File: src/rtl/math_divider_8bit_seq.sv
// Iterative restoring divider, one quotient bit per clock, driving an external
// combinational subtractor. Define MATH_DIVIDER_EARLY_EXIT_EN to finish early when a < b.
module math_divider_8bit_seq #(
  parameter int WIDTH = 8
) (
  input  logic             clk,
  input  logic             reset,
  input  logic             start,
  input  logic [WIDTH-1:0] a,
  input  logic [WIDTH-1:0] b,
  output logic [WIDTH-1:0] sub_a,
  output logic [WIDTH-1:0] sub_b,
  output logic             sub_borrow_in,
  input  logic [WIDTH-1:0] sub_diff,
  input  logic             sub_error,
  output logic             busy,
  output logic             done,
  output logic [WIDTH-1:0] quotient,
  output logic [WIDTH-1:0] remainder,
  output logic             div_zero
);

  localparam int CNT_W = $clog2(WIDTH);

  typedef enum logic [1:0] {
    S_IDLE  = 2'd0,
    S_CHECK = 2'd1,
    S_ITER  = 2'd2,
    S_DONE  = 2'd3
  } state_e;

  state_e             state_q, state_d;
  logic [WIDTH-1:0]   dvd_q, dvd_d;
  logic [WIDTH-1:0]   dvs_q, dvs_d;
  logic [WIDTH-1:0]   r_q, r_d;
  logic [WIDTH-1:0]   q_q, q_d;
  logic [CNT_W-1:0]   cnt_q, cnt_d;
  logic               div_zero_q, div_zero_d;
  logic               busy_q, busy_d;
  logic               done_q, done_d;
  logic [WIDTH-1:0]   trial;

  // Partial remainder shifted left with the next dividend bit; R stays below
  // the processed dividend prefix, so the dropped R msb is always zero here.
  assign trial = {r_q[WIDTH-2:0], dvd_q[cnt_q]};

  // NOTE: every signal written here gets a default first so no latch is inferred.
  always_comb begin
    state_d    = state_q;
    dvd_d      = dvd_q;
    dvs_d      = dvs_q;
    r_d        = r_q;
    q_d        = q_q;
    cnt_d      = cnt_q;
    div_zero_d = div_zero_q;
    sub_a      = '0;
    sub_b      = '0;

    unique case (state_q)
      S_IDLE: begin
        // The done cycle is still part of the previous operation, so a start there is dropped.
        if (start && !done_q) begin
          dvd_d      = a;
          dvs_d      = b;
          r_d        = '0;
          q_d        = '0;
          div_zero_d = 1'b0;
          state_d    = S_CHECK;
        end
      end

      S_CHECK: begin
        if (dvs_q == '0) begin
          div_zero_d = 1'b1;
          q_d        = '1;
          r_d        = dvd_q;
          state_d    = S_DONE;
        end else begin
`ifdef MATH_DIVIDER_EARLY_EXIT_EN
          sub_a = dvd_q;
          sub_b = dvs_q;
          if (sub_error) begin
            q_d     = '0;
            r_d     = dvd_q;
            state_d = S_DONE;
          end else begin
            cnt_d   = CNT_W'(WIDTH - 1);
            state_d = S_ITER;
          end
`else
          cnt_d   = CNT_W'(WIDTH - 1);
          state_d = S_ITER;
`endif
        end
      end

      S_ITER: begin
        sub_a = trial;
        sub_b = dvs_q;
        if (!sub_error) begin
          r_d        = sub_diff;
          q_d[cnt_q] = 1'b1;
        end else begin
          r_d        = trial;
          q_d[cnt_q] = 1'b0;
        end
        if (cnt_q == '0) begin
          state_d = S_DONE;
        end else begin
          cnt_d = cnt_q - 1'b1;
        end
      end

      S_DONE: begin
        state_d = S_IDLE;
      end

      default: begin
        state_d = S_IDLE;
      end
    endcase
  end

  // Status flags trail the state by one cycle, so busy covers exactly the
  // CHECK and ITER cycles and done pulses once after DONE.
  assign busy_d = (state_q == S_CHECK) || (state_q == S_ITER);
  assign done_d = (state_q == S_DONE);

  // NOTE: sequential state uses non-blocking assignments so every register
  // samples the pre-edge values regardless of statement order.
  always_ff @(posedge clk or posedge reset) begin
    if (reset) begin
      state_q    <= S_IDLE;
      dvd_q      <= '0;
      dvs_q      <= '0;
      r_q        <= '0;
      q_q        <= '0;
      cnt_q      <= '0;
      div_zero_q <= 1'b0;
      busy_q     <= 1'b0;
      done_q     <= 1'b0;
    end else begin
      state_q    <= state_d;
      dvd_q      <= dvd_d;
      dvs_q      <= dvs_d;
      r_q        <= r_d;
      q_q        <= q_d;
      cnt_q      <= cnt_d;
      div_zero_q <= div_zero_d;
      busy_q     <= busy_d;
      done_q     <= done_d;
    end
  end

  assign sub_borrow_in = 1'b0;
  assign busy          = busy_q;
  assign done          = done_q;
  assign quotient      = q_q;
  assign remainder     = r_q;
  assign div_zero      = div_zero_q;

endmodule
File: config.mk
export PLATFORM = sky130hd
export DESIGN_NAME = math_divider_8bit_seq
export DESIGN_NICKNAME = d
export VERILOG_FILES = /design/src/rtl/math_divider_8bit_seq.sv
export SDC_FILE = /design/constraint.sdc
export NUM_CORES = 1
export LEC_CHECK = 0
export CAP_MARGIN = 20
export CORE_ASPECT_RATIO = 0.9
export CORE_MARGIN = 4
export CORE_UTILIZATION = 52
export DETAILED_ROUTE_END_ITERATION = 8
export GPL_TIMING_DRIVEN = 1
export HOLD_SLACK_MARGIN = 0.05
export PLACE_DENSITY_LB_ADDON = 0.1
export SETUP_SLACK_MARGIN = 0.5
export SYNTH_ARGS = -nofsm -noshare
export SYNTH_HDL_FRONTEND = slang
export SYNTH_SLANG_ARGS = --single-unit
File: constraint.sdc
create_clock -name clk -period 3.35 [get_ports clk]
set_input_delay 0.5025 -clock clk [delete_from_list [all_inputs] [get_ports clk]]
set_output_delay 0.5025 -clock clk [all_outputs]
set_load 0.05 [all_outputs]
==> flow_summary.html, run 1 <==
<table>
<tr><th>Metric</th><th>Value</th></tr>
<tr><th colspan="2">Floorplanning</th></tr>
<tr><td>Ports placed on the boundary</td><td>64</td></tr>
<tr><td>Vert. Die Dim</td><td>71.2 um</td></tr>
<tr><td>Initial core utilization</td><td>~55%</td></tr>
<tr><td>Chip width</td><td>slightly below 80 um</td></tr>
<tr><td>Core Area</td><td>4180 um2</td></tr>
<tr><td>Standard-cell rows</td><td>22</td></tr>
<tr><td>Die Footprint</td><td>5580 um2</td></tr>
<tr><th colspan="2">Timing</th></tr>
<tr><td>Total setup violations reported at the end of the flow</td><td>0</td></tr>
<tr><td>Final Worst Setup Slack</td><td>0.510 ns</td></tr>
<tr><td>Max-slew headroom</td><td>between 40% and 50%</td></tr>
<tr><td>Clock Skews</td><td>roughly 0.0052 ns</td></tr>
<tr><td>Transition time at the pin with the least slew margin</td><td>~0.8 ns</td></tr>
<tr><td>Number of slew-limit violations in the final report</td><td>0</td></tr>
<tr><td>Hold violation count in the final report</td><td>0</td></tr>
<tr><td>Post-layout min period</td><td>2.84 ns</td></tr>
<tr><td>RSZ-0062 raised after global routing</td><td>yes</td></tr>
<tr><td>Share of the cycle needed by the critical path after routing</td><td>84.8%</td></tr>
<tr><td>Highest attainable clock frequency</td><td>between 0.3 and 0.4 GHz</td></tr>
<tr><td>Post-route setup TNS</td><td>0 ns</td></tr>
<tr><th colspan="2">Power and ir drop</th></tr>
<tr><td>Power per cell area</td><td>between 1000 and 1500 nW/um2</td></tr>
<tr><td>IR Drop Worst-Case VDD</td><td>~0.54 mV</td></tr>
<tr><td>Leakage</td><td>roughly 1.3 nW</td></tr>
<tr><th colspan="2">Critical path</th></tr>
<tr><td>Master of the slowest instance on the critical path</td><td>clkdlybuf4s50_1</td></tr>
<tr><td>CP required</td><td>2.85 ns</td></tr>
<tr><td>Crit-path cells</td><td>inv_1 -&gt; ha_1 -&gt; inv_1 -&gt; nor2_1 -&gt; clkdlybuf4s50_1</td></tr>
<tr><td>Kind of critical path</td><td>flip-flop to output port</td></tr>
<tr><td>Buffering stage count on the worst path with inverters included</td><td>3</td></tr>
<tr><td>CP most frequent cell</td><td>inv_1</td></tr>
<tr><td>Crit path DAT</td><td>2.34 ns</td></tr>
<tr><td>CP max FO</td><td>23</td></tr>
<tr><td>Max stage delay on crit path</td><td>between 0.7 and 0.8 ns</td></tr>
<tr><td>Endpoint kind of the worst setup timing path</td><td>output port</td></tr>
<tr><td>Critical path startpoint category</td><td>flip-flop</td></tr>
<tr><td>Family with the most delay on the worst path</td><td>buffers and inverters</td></tr>
<tr><td>Setup slack on the worst flop-to-flop path</td><td>1.08 ns</td></tr>
<tr><th colspan="2">Logic synthesis</th></tr>
<tr><td>Sequential area share after synthesis</td><td>a little over two fifths</td></tr>
<tr><td>Ys Warns</td><td>0</td></tr>
<tr><td>Most instantiated library cell after synthesis</td><td>dfrtp_1</td></tr>
<tr><td>Post-synthesis cell type count</td><td>between 40 and 50</td></tr>
<tr><td>Area share of the leading cell type in the synthesized netlist</td><td>between 40 and 50%</td></tr>
<tr><td>Adder-cell share of the synthesized area</td><td>3.79%</td></tr>
<tr><td>Synth top area cells</td><td>dfrtp_1, mux2i_1, mux2_2</td></tr>
<tr><td>Xor/xnor share of the synthesized area</td><td>0%</td></tr>
<tr><td>Post-synthesis instance total</td><td>approximately 220</td></tr>
<tr><td>Syn nets</td><td>254</td></tr>
<tr><td>Post-synthesis share of cell area spent on and, or, nand and nor gates</td><td>between 10% and 20%</td></tr>
<tr><td>Dominant combinational cell family by area after synthesis</td><td>multiplexers</td></tr>
<tr><td>Most frequently used flop master after synthesis</td><td>dfrtp_1</td></tr>
<tr><td>Number of flip-flops and latches in the synthesized netlist</td><td>40</td></tr>
<tr><td>Summed instance area of the synthesized netlist</td><td>2310 um2</td></tr>
<tr><td>Most frequent cells after synthesis</td><td>dfrtp_1, mux2i_1, mux2_2</td></tr>
<tr><td>Mux contribution to synthesized area</td><td>a little over a fifth</td></tr>
<tr><td>Compound-cell area share of the yosys netlist</td><td>between 10% and 20%</td></tr>
<tr><td>Post-synth ARST share</td><td>100%</td></tr>
<tr><td>Post-synth top area cell</td><td>dfrtp_1</td></tr>
<tr><td>Number of enable flip-flop cells after synthesis</td><td>0</td></tr>
<tr><td>Mean instance size in the synthesized netlist</td><td>~11 um2</td></tr>
<tr><th colspan="2">Cells and area</th></tr>
<tr><td>Share of post-route cells with drive strength above 1</td><td>15.8%</td></tr>
<tr><td>Number of cells in the finished layout apart from fillers</td><td>~340</td></tr>
<tr><td>Synthesis-to-finish area growth</td><td>33.1%</td></tr>
<tr><td>Number of antenna repair diodes</td><td>0</td></tr>
<tr><td>Fillers</td><td>322</td></tr>
<tr><td>NumNets Final</td><td>approximately 310</td></tr>
<tr><th colspan="2">Min path</th></tr>
<tr><td>Class of the tightest hold or removal check</td><td>flip-flop to flip-flop</td></tr>
<tr><th colspan="2">Placement</th></tr>
<tr><td>Minimum setup slack after placement</td><td>0.629 ns</td></tr>
<tr><td>DP HPWL</td><td>between 3 and 4 mm</td></tr>
<tr><td>I/O Buffers</td><td>62</td></tr>
<tr><td>Placer's final routability congestion estimate</td><td>0.784</td></tr>
<tr><td>Post-Place Cells</td><td>330</td></tr>
<tr><th colspan="2">Routing</th></tr>
<tr><td>DR WL/cell</td><td>15.8 um</td></tr>
<tr><td>Number of vias per cell</td><td>around 5.3</td></tr>
<tr><td>First-pass detailed-route iteration total</td><td>4</td></tr>
<tr><td>Antenna Nets Post-Route</td><td>0</td></tr>
<tr><td>DR iter-0 viols</td><td>75</td></tr>
<tr><td>Via count</td><td>approximately 1.8k</td></tr>
<tr><td>Wire length after detailed routing</td><td>~5.3 mm</td></tr>
<tr><td>DRC violations left</td><td>0</td></tr>
<tr><th colspan="2">Clocking</th></tr>
<tr><td>Clk Latency, worst-skew pair</td><td>a little under 0.3 ns</td></tr>
<tr><td>CTS Hold Buffers Added</td><td>0</td></tr>
<tr><td>Number of setup buffers added after CTS</td><td>0</td></tr>
<tr><td>CTS Sinks</td><td>40</td></tr>
<tr><td>Clk slew on worst S/H paths</td><td>0.08 ns</td></tr>
<tr><td>CTS Root Cell</td><td>clkbuf_8</td></tr>
<tr><td>CTS tree</td><td>yes</td></tr>
<tr><td>Maximum level of the CTS H-tree</td><td>2</td></tr>
<tr><td>Maximum number of buffers from clock root to sink</td><td>2</td></tr>
<tr><td>Clock buffers created by TritonCTS</td><td>5</td></tr>
<tr><th colspan="2">GRT</th></tr>
<tr><td>GRT overflow</td><td>0</td></tr>
<tr><td>Number of antenna violations at the first check in global routing</td><td>0</td></tr>
<tr><td>Wire length of the first global-routing pass</td><td>slightly below 9 mm</td></tr>
<tr><td>Largest net degree at the start of global routing</td><td>41</td></tr>
<tr><td>Global-route total usage across every layer</td><td>about a fifth</td></tr>
<tr><td>Vias in the first global route</td><td>between 1.5k and 2k</td></tr>
<tr><th colspan="2">Flow run</th></tr>
<tr><td>Number of maximum-capacitance constraint violations</td><td>0</td></tr>
<tr><th colspan="2">Outcome</th></tr>
<tr><td>Run status</td><td>finished clean</td></tr>
</table>
metrics by stage:
step | instance area, um2 | hold slack (ns) | utilization (%) | power, mW
global placement | 2960 | 0.504 | 70.8 | 2.81
detailed placement | 2960 | 0.509 | 70.8 | 2.84
CTS | 3070 | 0.531 | 73.4 | 3.23
floorplan | 2310 | 0.494 | - | 2.33
finish | 3080 | 0.527 | 73.5 | 3.23
global route | 3080 | 0.550 | 73.5 | 3.42
timing repair:
item	in CTS	in global routing
setup endpoints to repair	1	7
cloned	0	0
endpoints found under the hold margin	0	0
gates resized for setup	1	2
path summary, 6_finish.rpt:
check                             from           to  cells past startpoint
max                         state_q[0]     sub_a[3]                      5
max reg2reg                 state_q[1]     cnt_q[1]                      6
min in group asynchronous        reset     dvs_q[7]                      3
min reg2reg                quotient[4]  quotient[4]                      1
min                        quotient[4]  quotient[4]                      1
max in group asynchronous        reset     cnt_q[0]                      3
registers in the layout, summed over array words and instances, names as in the netlist:
name	count
busy	1
cnt_q	3
div_zero	1
done	1
dvd_q	8
dvs_q	8
quotient	8
remainder	8
state_q	2
metal layers:
layer,routed length (um),share of wire [%],vias to the layer above,track usage [%]
met5,0,0,-,0
met3,271,5.1,5,5.03
met2,2480,46,47,31.2
met4,35,0.66,0,4.47
li1,-,-,880,-
met1,2550,48,851,28.5
cells in the final DEF (no fill, tap or decap), types with 2 or more instances in the layout:
cell type and n:
o21a_1 3, a32oi_1 2, ha_1 7, o31ai_1 2
nor3b_1 3, a21oi_1 6, mux2_2 19, inv_1 16
or4_4 2, nand2_1 15, buf_4 3, o21ai_1 2
nor3_1 2, a22o_2 4, and2_1 8, nand3_1 2
o21ai_0 12, mux2i_1 25, nor2_1 11, o2bb2ai_1 5
nand3b_1 4, dfrtp_1 39, clkbuf_8 5, clkdlybuf4s50_1 60
kinds of logic (layout without fill, tap and decap cells):
logic type | Yosys count | in the layout
simple gates | 53 | 53
mux | 45 | 45
flops | 40 | 40
buf+inv | 31 | 90
other cells | 1 | 1
fa+ha+maj | 7 | 7
compound gates | 42 | 42
area by class of cell:
class | instances | area (um2) | share of cell area, %
Timing Repair Buffer | 65 | 644 | 20.9
Tap cell | 60 | 75.1 | 2.44
Sequential cell | 40 | 1000 | 32.6
Clock inverter | 3 | 42.5 | 1.38
Clock buffer | 5 | 68.8 | 2.24
Inverter | 17 | 63.8 | 2.07
Multi-Input combinational cell | 148 | 1180 | 38.3
report_power, final:
group | switching [mW] | leakage, nW | internal [mW]
Clock | 0.175 | 0.0541 | 0.221
Combinational | 1.14 | 0.781 | 0.779
Sequential | 0.214 | 0.501 | 0.697
Total | 1.53 | 1.34 | 1.70
worst register-to-register path, delay by kind of cell, from the launching register on:
kind	cells	cell delay (ns)
fa+ha+maj	1	0.59
buf+inv	2	0.44
flops	1	0.42
simple gates	1	0.37
compound gates	2	0.36
Power figures use the tool's default switching activity.
==> run 2, diff against run 1 <==
--- a/config.mk
+++ b/config.mk
@@ -8,7 +8,7 @@
 export CAP_MARGIN = 20
 export CORE_ASPECT_RATIO = 0.9
 export CORE_MARGIN = 4
-export CORE_UTILIZATION = 52
+export CORE_UTILIZATION = 43
 export DETAILED_ROUTE_END_ITERATION = 8
 export GPL_TIMING_DRIVEN = 1
 export HOLD_SLACK_MARGIN = 0.05
==> constraint.sdc (replaced) <==
create_clock -name clk -period 2.5 [get_ports clk]
set_input_delay 0.375 -clock clk [delete_from_list [all_inputs] [get_ports clk]]
set_output_delay 0.375 -clock clk [all_outputs]
set_load 0.05 [all_outputs]
==> run 2 against run 1 <==
Net effect:
- first-iteration DRC count up 35%
- sequential cell count unchanged
- combinational power up 50%
- clock skew down 0.0027 ns
- clock-buffer cell count unchanged
- utilization down 11 points
- worst setup slack worse by 0.060 ns
- critical endpoint is now sub_a[0]
- wire length up 4.7%
- clock power up 35%
- total power up 43%
==> flow_summary.html, run 2 (same netlist as run 1, synthesis figures left out) <==
<table>
<tr><th>Metric</th><th>Value</th></tr>
<tr><th colspan="2">Power and ir drop</th></tr>
<tr><td>Power per cell area</td><td>1410 nW/um2 (was 1050 nW/um2)</td></tr>
<tr><td>Post-layout power</td><td>4.61 mW (was 3.23 mW)</td></tr>
<tr><td>IR Drop Worst-Case VDD</td><td>0.816 mV (was 0.544 mV)</td></tr>
<tr><td>Leakage</td><td>1.41 nW (was 1.34 nW)</td></tr>
<tr><th colspan="2">Cells and area</th></tr>
<tr><td>Number of cells in the finished layout apart from fillers</td><td>353 (was 338)</td></tr>
<tr><td>Most common cell after layout, fill and taps aside</td><td>clkdlybuf4s50_1 (unchanged)</td></tr>
<tr><td>NumNets Final</td><td>320 (was 312)</td></tr>
<tr><td>Number of antenna repair diodes</td><td>0 (unchanged)</td></tr>
<tr><td>Commonest cells after routing, fill and taps aside</td><td>clkdlybuf4s50_1, dfrtp_1, mux2i_1 (unchanged)</td></tr>
<tr><td>Post-layout util</td><td>62.7% (was 73.5%)</td></tr>
<tr><td>Share of post-route cells with drive strength above 1</td><td>27.6% (was 15.8%)</td></tr>
<tr><td>Synthesis-to-finish area growth</td><td>41.7% (was 33.1%)</td></tr>
<tr><th colspan="2">GRT</th></tr>
<tr><td>Wire length of the first global-routing pass</td><td>9.39 mm (was 8.88 mm)</td></tr>
<tr><td>Number of antenna violations at the first check in global routing</td><td>0 (unchanged)</td></tr>
<tr><td>Largest net degree at the start of global routing</td><td>41 (unchanged)</td></tr>
<tr><td>Vias in the first global route</td><td>1932 (was 1808)</td></tr>
<tr><td>GRT overflow</td><td>0 (unchanged)</td></tr>
<tr><td>Global-route total usage across every layer</td><td>17.5% (was 20.0%)</td></tr>
<tr><th colspan="2">Critical path</th></tr>
<tr><td>Crit Reg-Reg Startpoint</td><td>dvs_q[6] (was state_q[1])</td></tr>
<tr><td>FF-to-FF End</td><td>quotient[7] (was cnt_q[1])</td></tr>
<tr><td>Kind of critical path</td><td>flip-flop to output port (unchanged)</td></tr>
<tr><td>CP startpoint</td><td>cnt_q[0] (was state_q[0])</td></tr>
<tr><td>Max stage delay on crit path</td><td>0.51 ns (was 0.73 ns)</td></tr>
<tr><td>Master of the slowest instance on the critical path</td><td>mux4_2 (was clkdlybuf4s50_1)</td></tr>
<tr><td>CP max FO</td><td>5 (was 23)</td></tr>
<tr><td>Crit path DAT</td><td>1.67 ns (was 2.34 ns)</td></tr>
<tr><td>Number of cells traversed by the worst register-to-register path</td><td>4 (was 6)</td></tr>
<tr><td>Critical path startpoint category</td><td>flip-flop (unchanged)</td></tr>
<tr><td>Endpoint kind of the worst setup timing path</td><td>output port (unchanged)</td></tr>
<tr><td>Setup slack on the worst flop-to-flop path</td><td>0.61 ns (was 1.08 ns)</td></tr>
<tr><td>Endpoint of the worst setup timing path</td><td>sub_a[0] (was sub_a[3])</td></tr>
<tr><td>CP required</td><td>2.12 ns (was 2.85 ns)</td></tr>
<tr><td>Crit-path cells</td><td>mux2i_1 -&gt; mux4_2 -&gt; nor2_4 -&gt; buf_12 (was inv_1 -&gt; ha_1 -&gt; inv_1 -&gt; nor2_1 -&gt; clkdlybuf4s50_1)</td></tr>
<tr><th colspan="2">Timing</th></tr>
<tr><td>RSZ-0062 raised after global routing</td><td>yes (unchanged)</td></tr>
<tr><td>Transition time at the pin with the least slew margin</td><td>0.520 ns (was 0.789 ns)</td></tr>
<tr><td>Post-route setup TNS</td><td>0 ns (unchanged)</td></tr>
<tr><td>Hold violation count in the final report</td><td>0 (unchanged)</td></tr>
<tr><td>Post-layout min period</td><td>just over 2 ns</td></tr>
<tr><td>Max-slew headroom</td><td>65.3% (was 47.2%)</td></tr>
<tr><td>Clock Skews</td><td>0.00250 ns (was 0.00515 ns)</td></tr>
<tr><td>Highest attainable clock frequency</td><td>0.488 GHz</td></tr>
<tr><td>Number of slew-limit violations in the final report</td><td>0 (unchanged)</td></tr>
<tr><td>Share of the cycle needed by the critical path after routing</td><td>between 80% and 90%</td></tr>
<tr><td>Final Worst Setup Slack</td><td>0.451 ns (was 0.510 ns)</td></tr>
<tr><td>Total setup violations reported at the end of the flow</td><td>0 (unchanged)</td></tr>
<tr><th colspan="2">Flow run</th></tr>
<tr><td>Number of maximum-capacitance constraint violations</td><td>0 (unchanged)</td></tr>
<tr><th colspan="2">Floorplanning</th></tr>
<tr><td>Ports placed on the boundary</td><td>64 (unchanged)</td></tr>
<tr><td>Chip width</td><td>85.3 um (was 78.3 um)</td></tr>
<tr><td>Core Area</td><td>5220 um2 (was 4180 um2)</td></tr>
<tr><td>Standard-cell rows</td><td>25 (was 22)</td></tr>
<tr><td>Initial core utilization</td><td>44.2% (was 55.2%)</td></tr>
<tr><td>Die Footprint</td><td>6610 um2 (was 5580 um2)</td></tr>
<tr><td>Vert. Die Dim</td><td>77.6 um (was 71.2 um)</td></tr>
<tr><th colspan="2">Placement</th></tr>
<tr><td>DP HPWL</td><td>4.01 mm (was 3.77 mm)</td></tr>
<tr><td>Placer's final routability congestion estimate</td><td>0.838 (was 0.784)</td></tr>
<tr><td>I/O Buffers</td><td>62 (unchanged)</td></tr>
<tr><td>Post-Place Cells</td><td>341 (was 330)</td></tr>
<tr><td>Minimum setup slack after placement</td><td>0.513 ns (was 0.629 ns)</td></tr>
<tr><th colspan="2">Routing</th></tr>
<tr><td>DR WL/cell</td><td>15.8 um (about the same)</td></tr>
<tr><td>Antenna Nets Post-Route</td><td>0 (unchanged)</td></tr>
<tr><td>First-pass detailed-route iteration total</td><td>4 (unchanged)</td></tr>
<tr><td>Via count</td><td>1843 (was 1783)</td></tr>
<tr><td>Number of vias per cell</td><td>5.22 (was 5.28)</td></tr>
<tr><td>Wire length after detailed routing</td><td>5.59 mm (was 5.34 mm)</td></tr>
<tr><td>DR iter-0 viols</td><td>101 (was 75)</td></tr>
<tr><td>DRC violations left</td><td>0 (unchanged)</td></tr>
<tr><th colspan="2">Clocking</th></tr>
<tr><td>CTS Hold Buffers Added</td><td>0 (unchanged)</td></tr>
<tr><td>Maximum number of buffers from clock root to sink</td><td>2 (unchanged)</td></tr>
<tr><td>Clk slew on worst S/H paths</td><td>0.08 ns (about the same)</td></tr>
<tr><td>CTS tree</td><td>yes (unchanged)</td></tr>
<tr><td>CTS Root Cell</td><td>clkbuf_8 (unchanged)</td></tr>
<tr><td>CTS Sinks</td><td>40 (unchanged)</td></tr>
<tr><td>Maximum level of the CTS H-tree</td><td>2 (unchanged)</td></tr>
<tr><td>Clock buffers created by TritonCTS</td><td>5 (unchanged)</td></tr>
<tr><td>Clk Latency, worst-skew pair</td><td>0.29 ns (about the same)</td></tr>
<tr><th colspan="2">Min path</th></tr>
<tr><td>Class of the tightest hold or removal check</td><td>input pin to async pin (was flip-flop to flip-flop)</td></tr>
<tr><th colspan="2">Outcome</th></tr>
<tr><td>Run status</td><td>finished clean (unchanged)</td></tr>
</table>
run 2: where the power goes:
| part | switching (mW) | total (mW) | leakage (nW) | internal, mW |
|---|---|---|---|---|
| registers | 0.264 | 1.20 | 0.500 | 0.936 |
| clock network | 0.239 | 0.535 | 0.0541 | 0.296 |
| logic | 1.66 | 2.88 | 0.850 | 1.22 |
| total | 2.16 | 4.61 | 1.41 | 2.45 |
run 2: timing repair:
action	4_1_cts	5_1_grt
setup buffers	3	1
gates resized for setup	6	8
hold endpoints to repair	0	0
setup endpoints to repair	7	16
run 2: cell type report:
cell class / instances / area (um2)
multi-input combinational: 148 / 1230
clock inverter: 3 / 42.5
sequential: 40 / 1000
fill: 432 / 1950
inverter: 17 / 67.6
clock buffer: 5 / 68.8
timing repair buffer: 73 / 774
tap: 67 / 83.8
run 2: worst max-delay path: cells and delay by family, from the launching register on:
family / cells / cell delay (ns)
DFF: 1 / 0.46
muxes: 2 / 0.64
buffers and inverters: 1 / 0.14
and+or+nand+nor: 1 / 0.13
run 2: how the worst min path moves through the flow:
stage / end / cells past startpoint / start / slack (ns)
floorplan: dvs_q[6] / 1 / dvs_q[6] / 0.49
global placement: dvs_q[3] / 1 / dvs_q[3] / 0.51
detailed placement: quotient[1] / 1 / quotient[1] / 0.50
CTS: dvs_q[6] / 3 / reset / 0.53
global route: quotient[0] / 1 / quotient[0] / 0.55
finish: dvs_q[6] / 3 / reset / 0.51
run 2: metal layers:
metal | vias to the layer above | part of all wire, % | GRT usage, %
li1 | 896 | - | -
met1 | 899 | 48 | 25.5
met2 | 44 | 47 | 27.6
met3 | 4 | 3.8 | 3.18
met4 | 0 | 0.72 | 3.01
met5 | - | 0 | 0
run 2: stage by stage:
step,cell area (um2),hold slack [ns]
CTS,3230,0.526
global route,3280,0.550
detailed placement,3070,0.502
global placement,3070,0.511
floorplan,2330,0.494
finish,3280,0.508
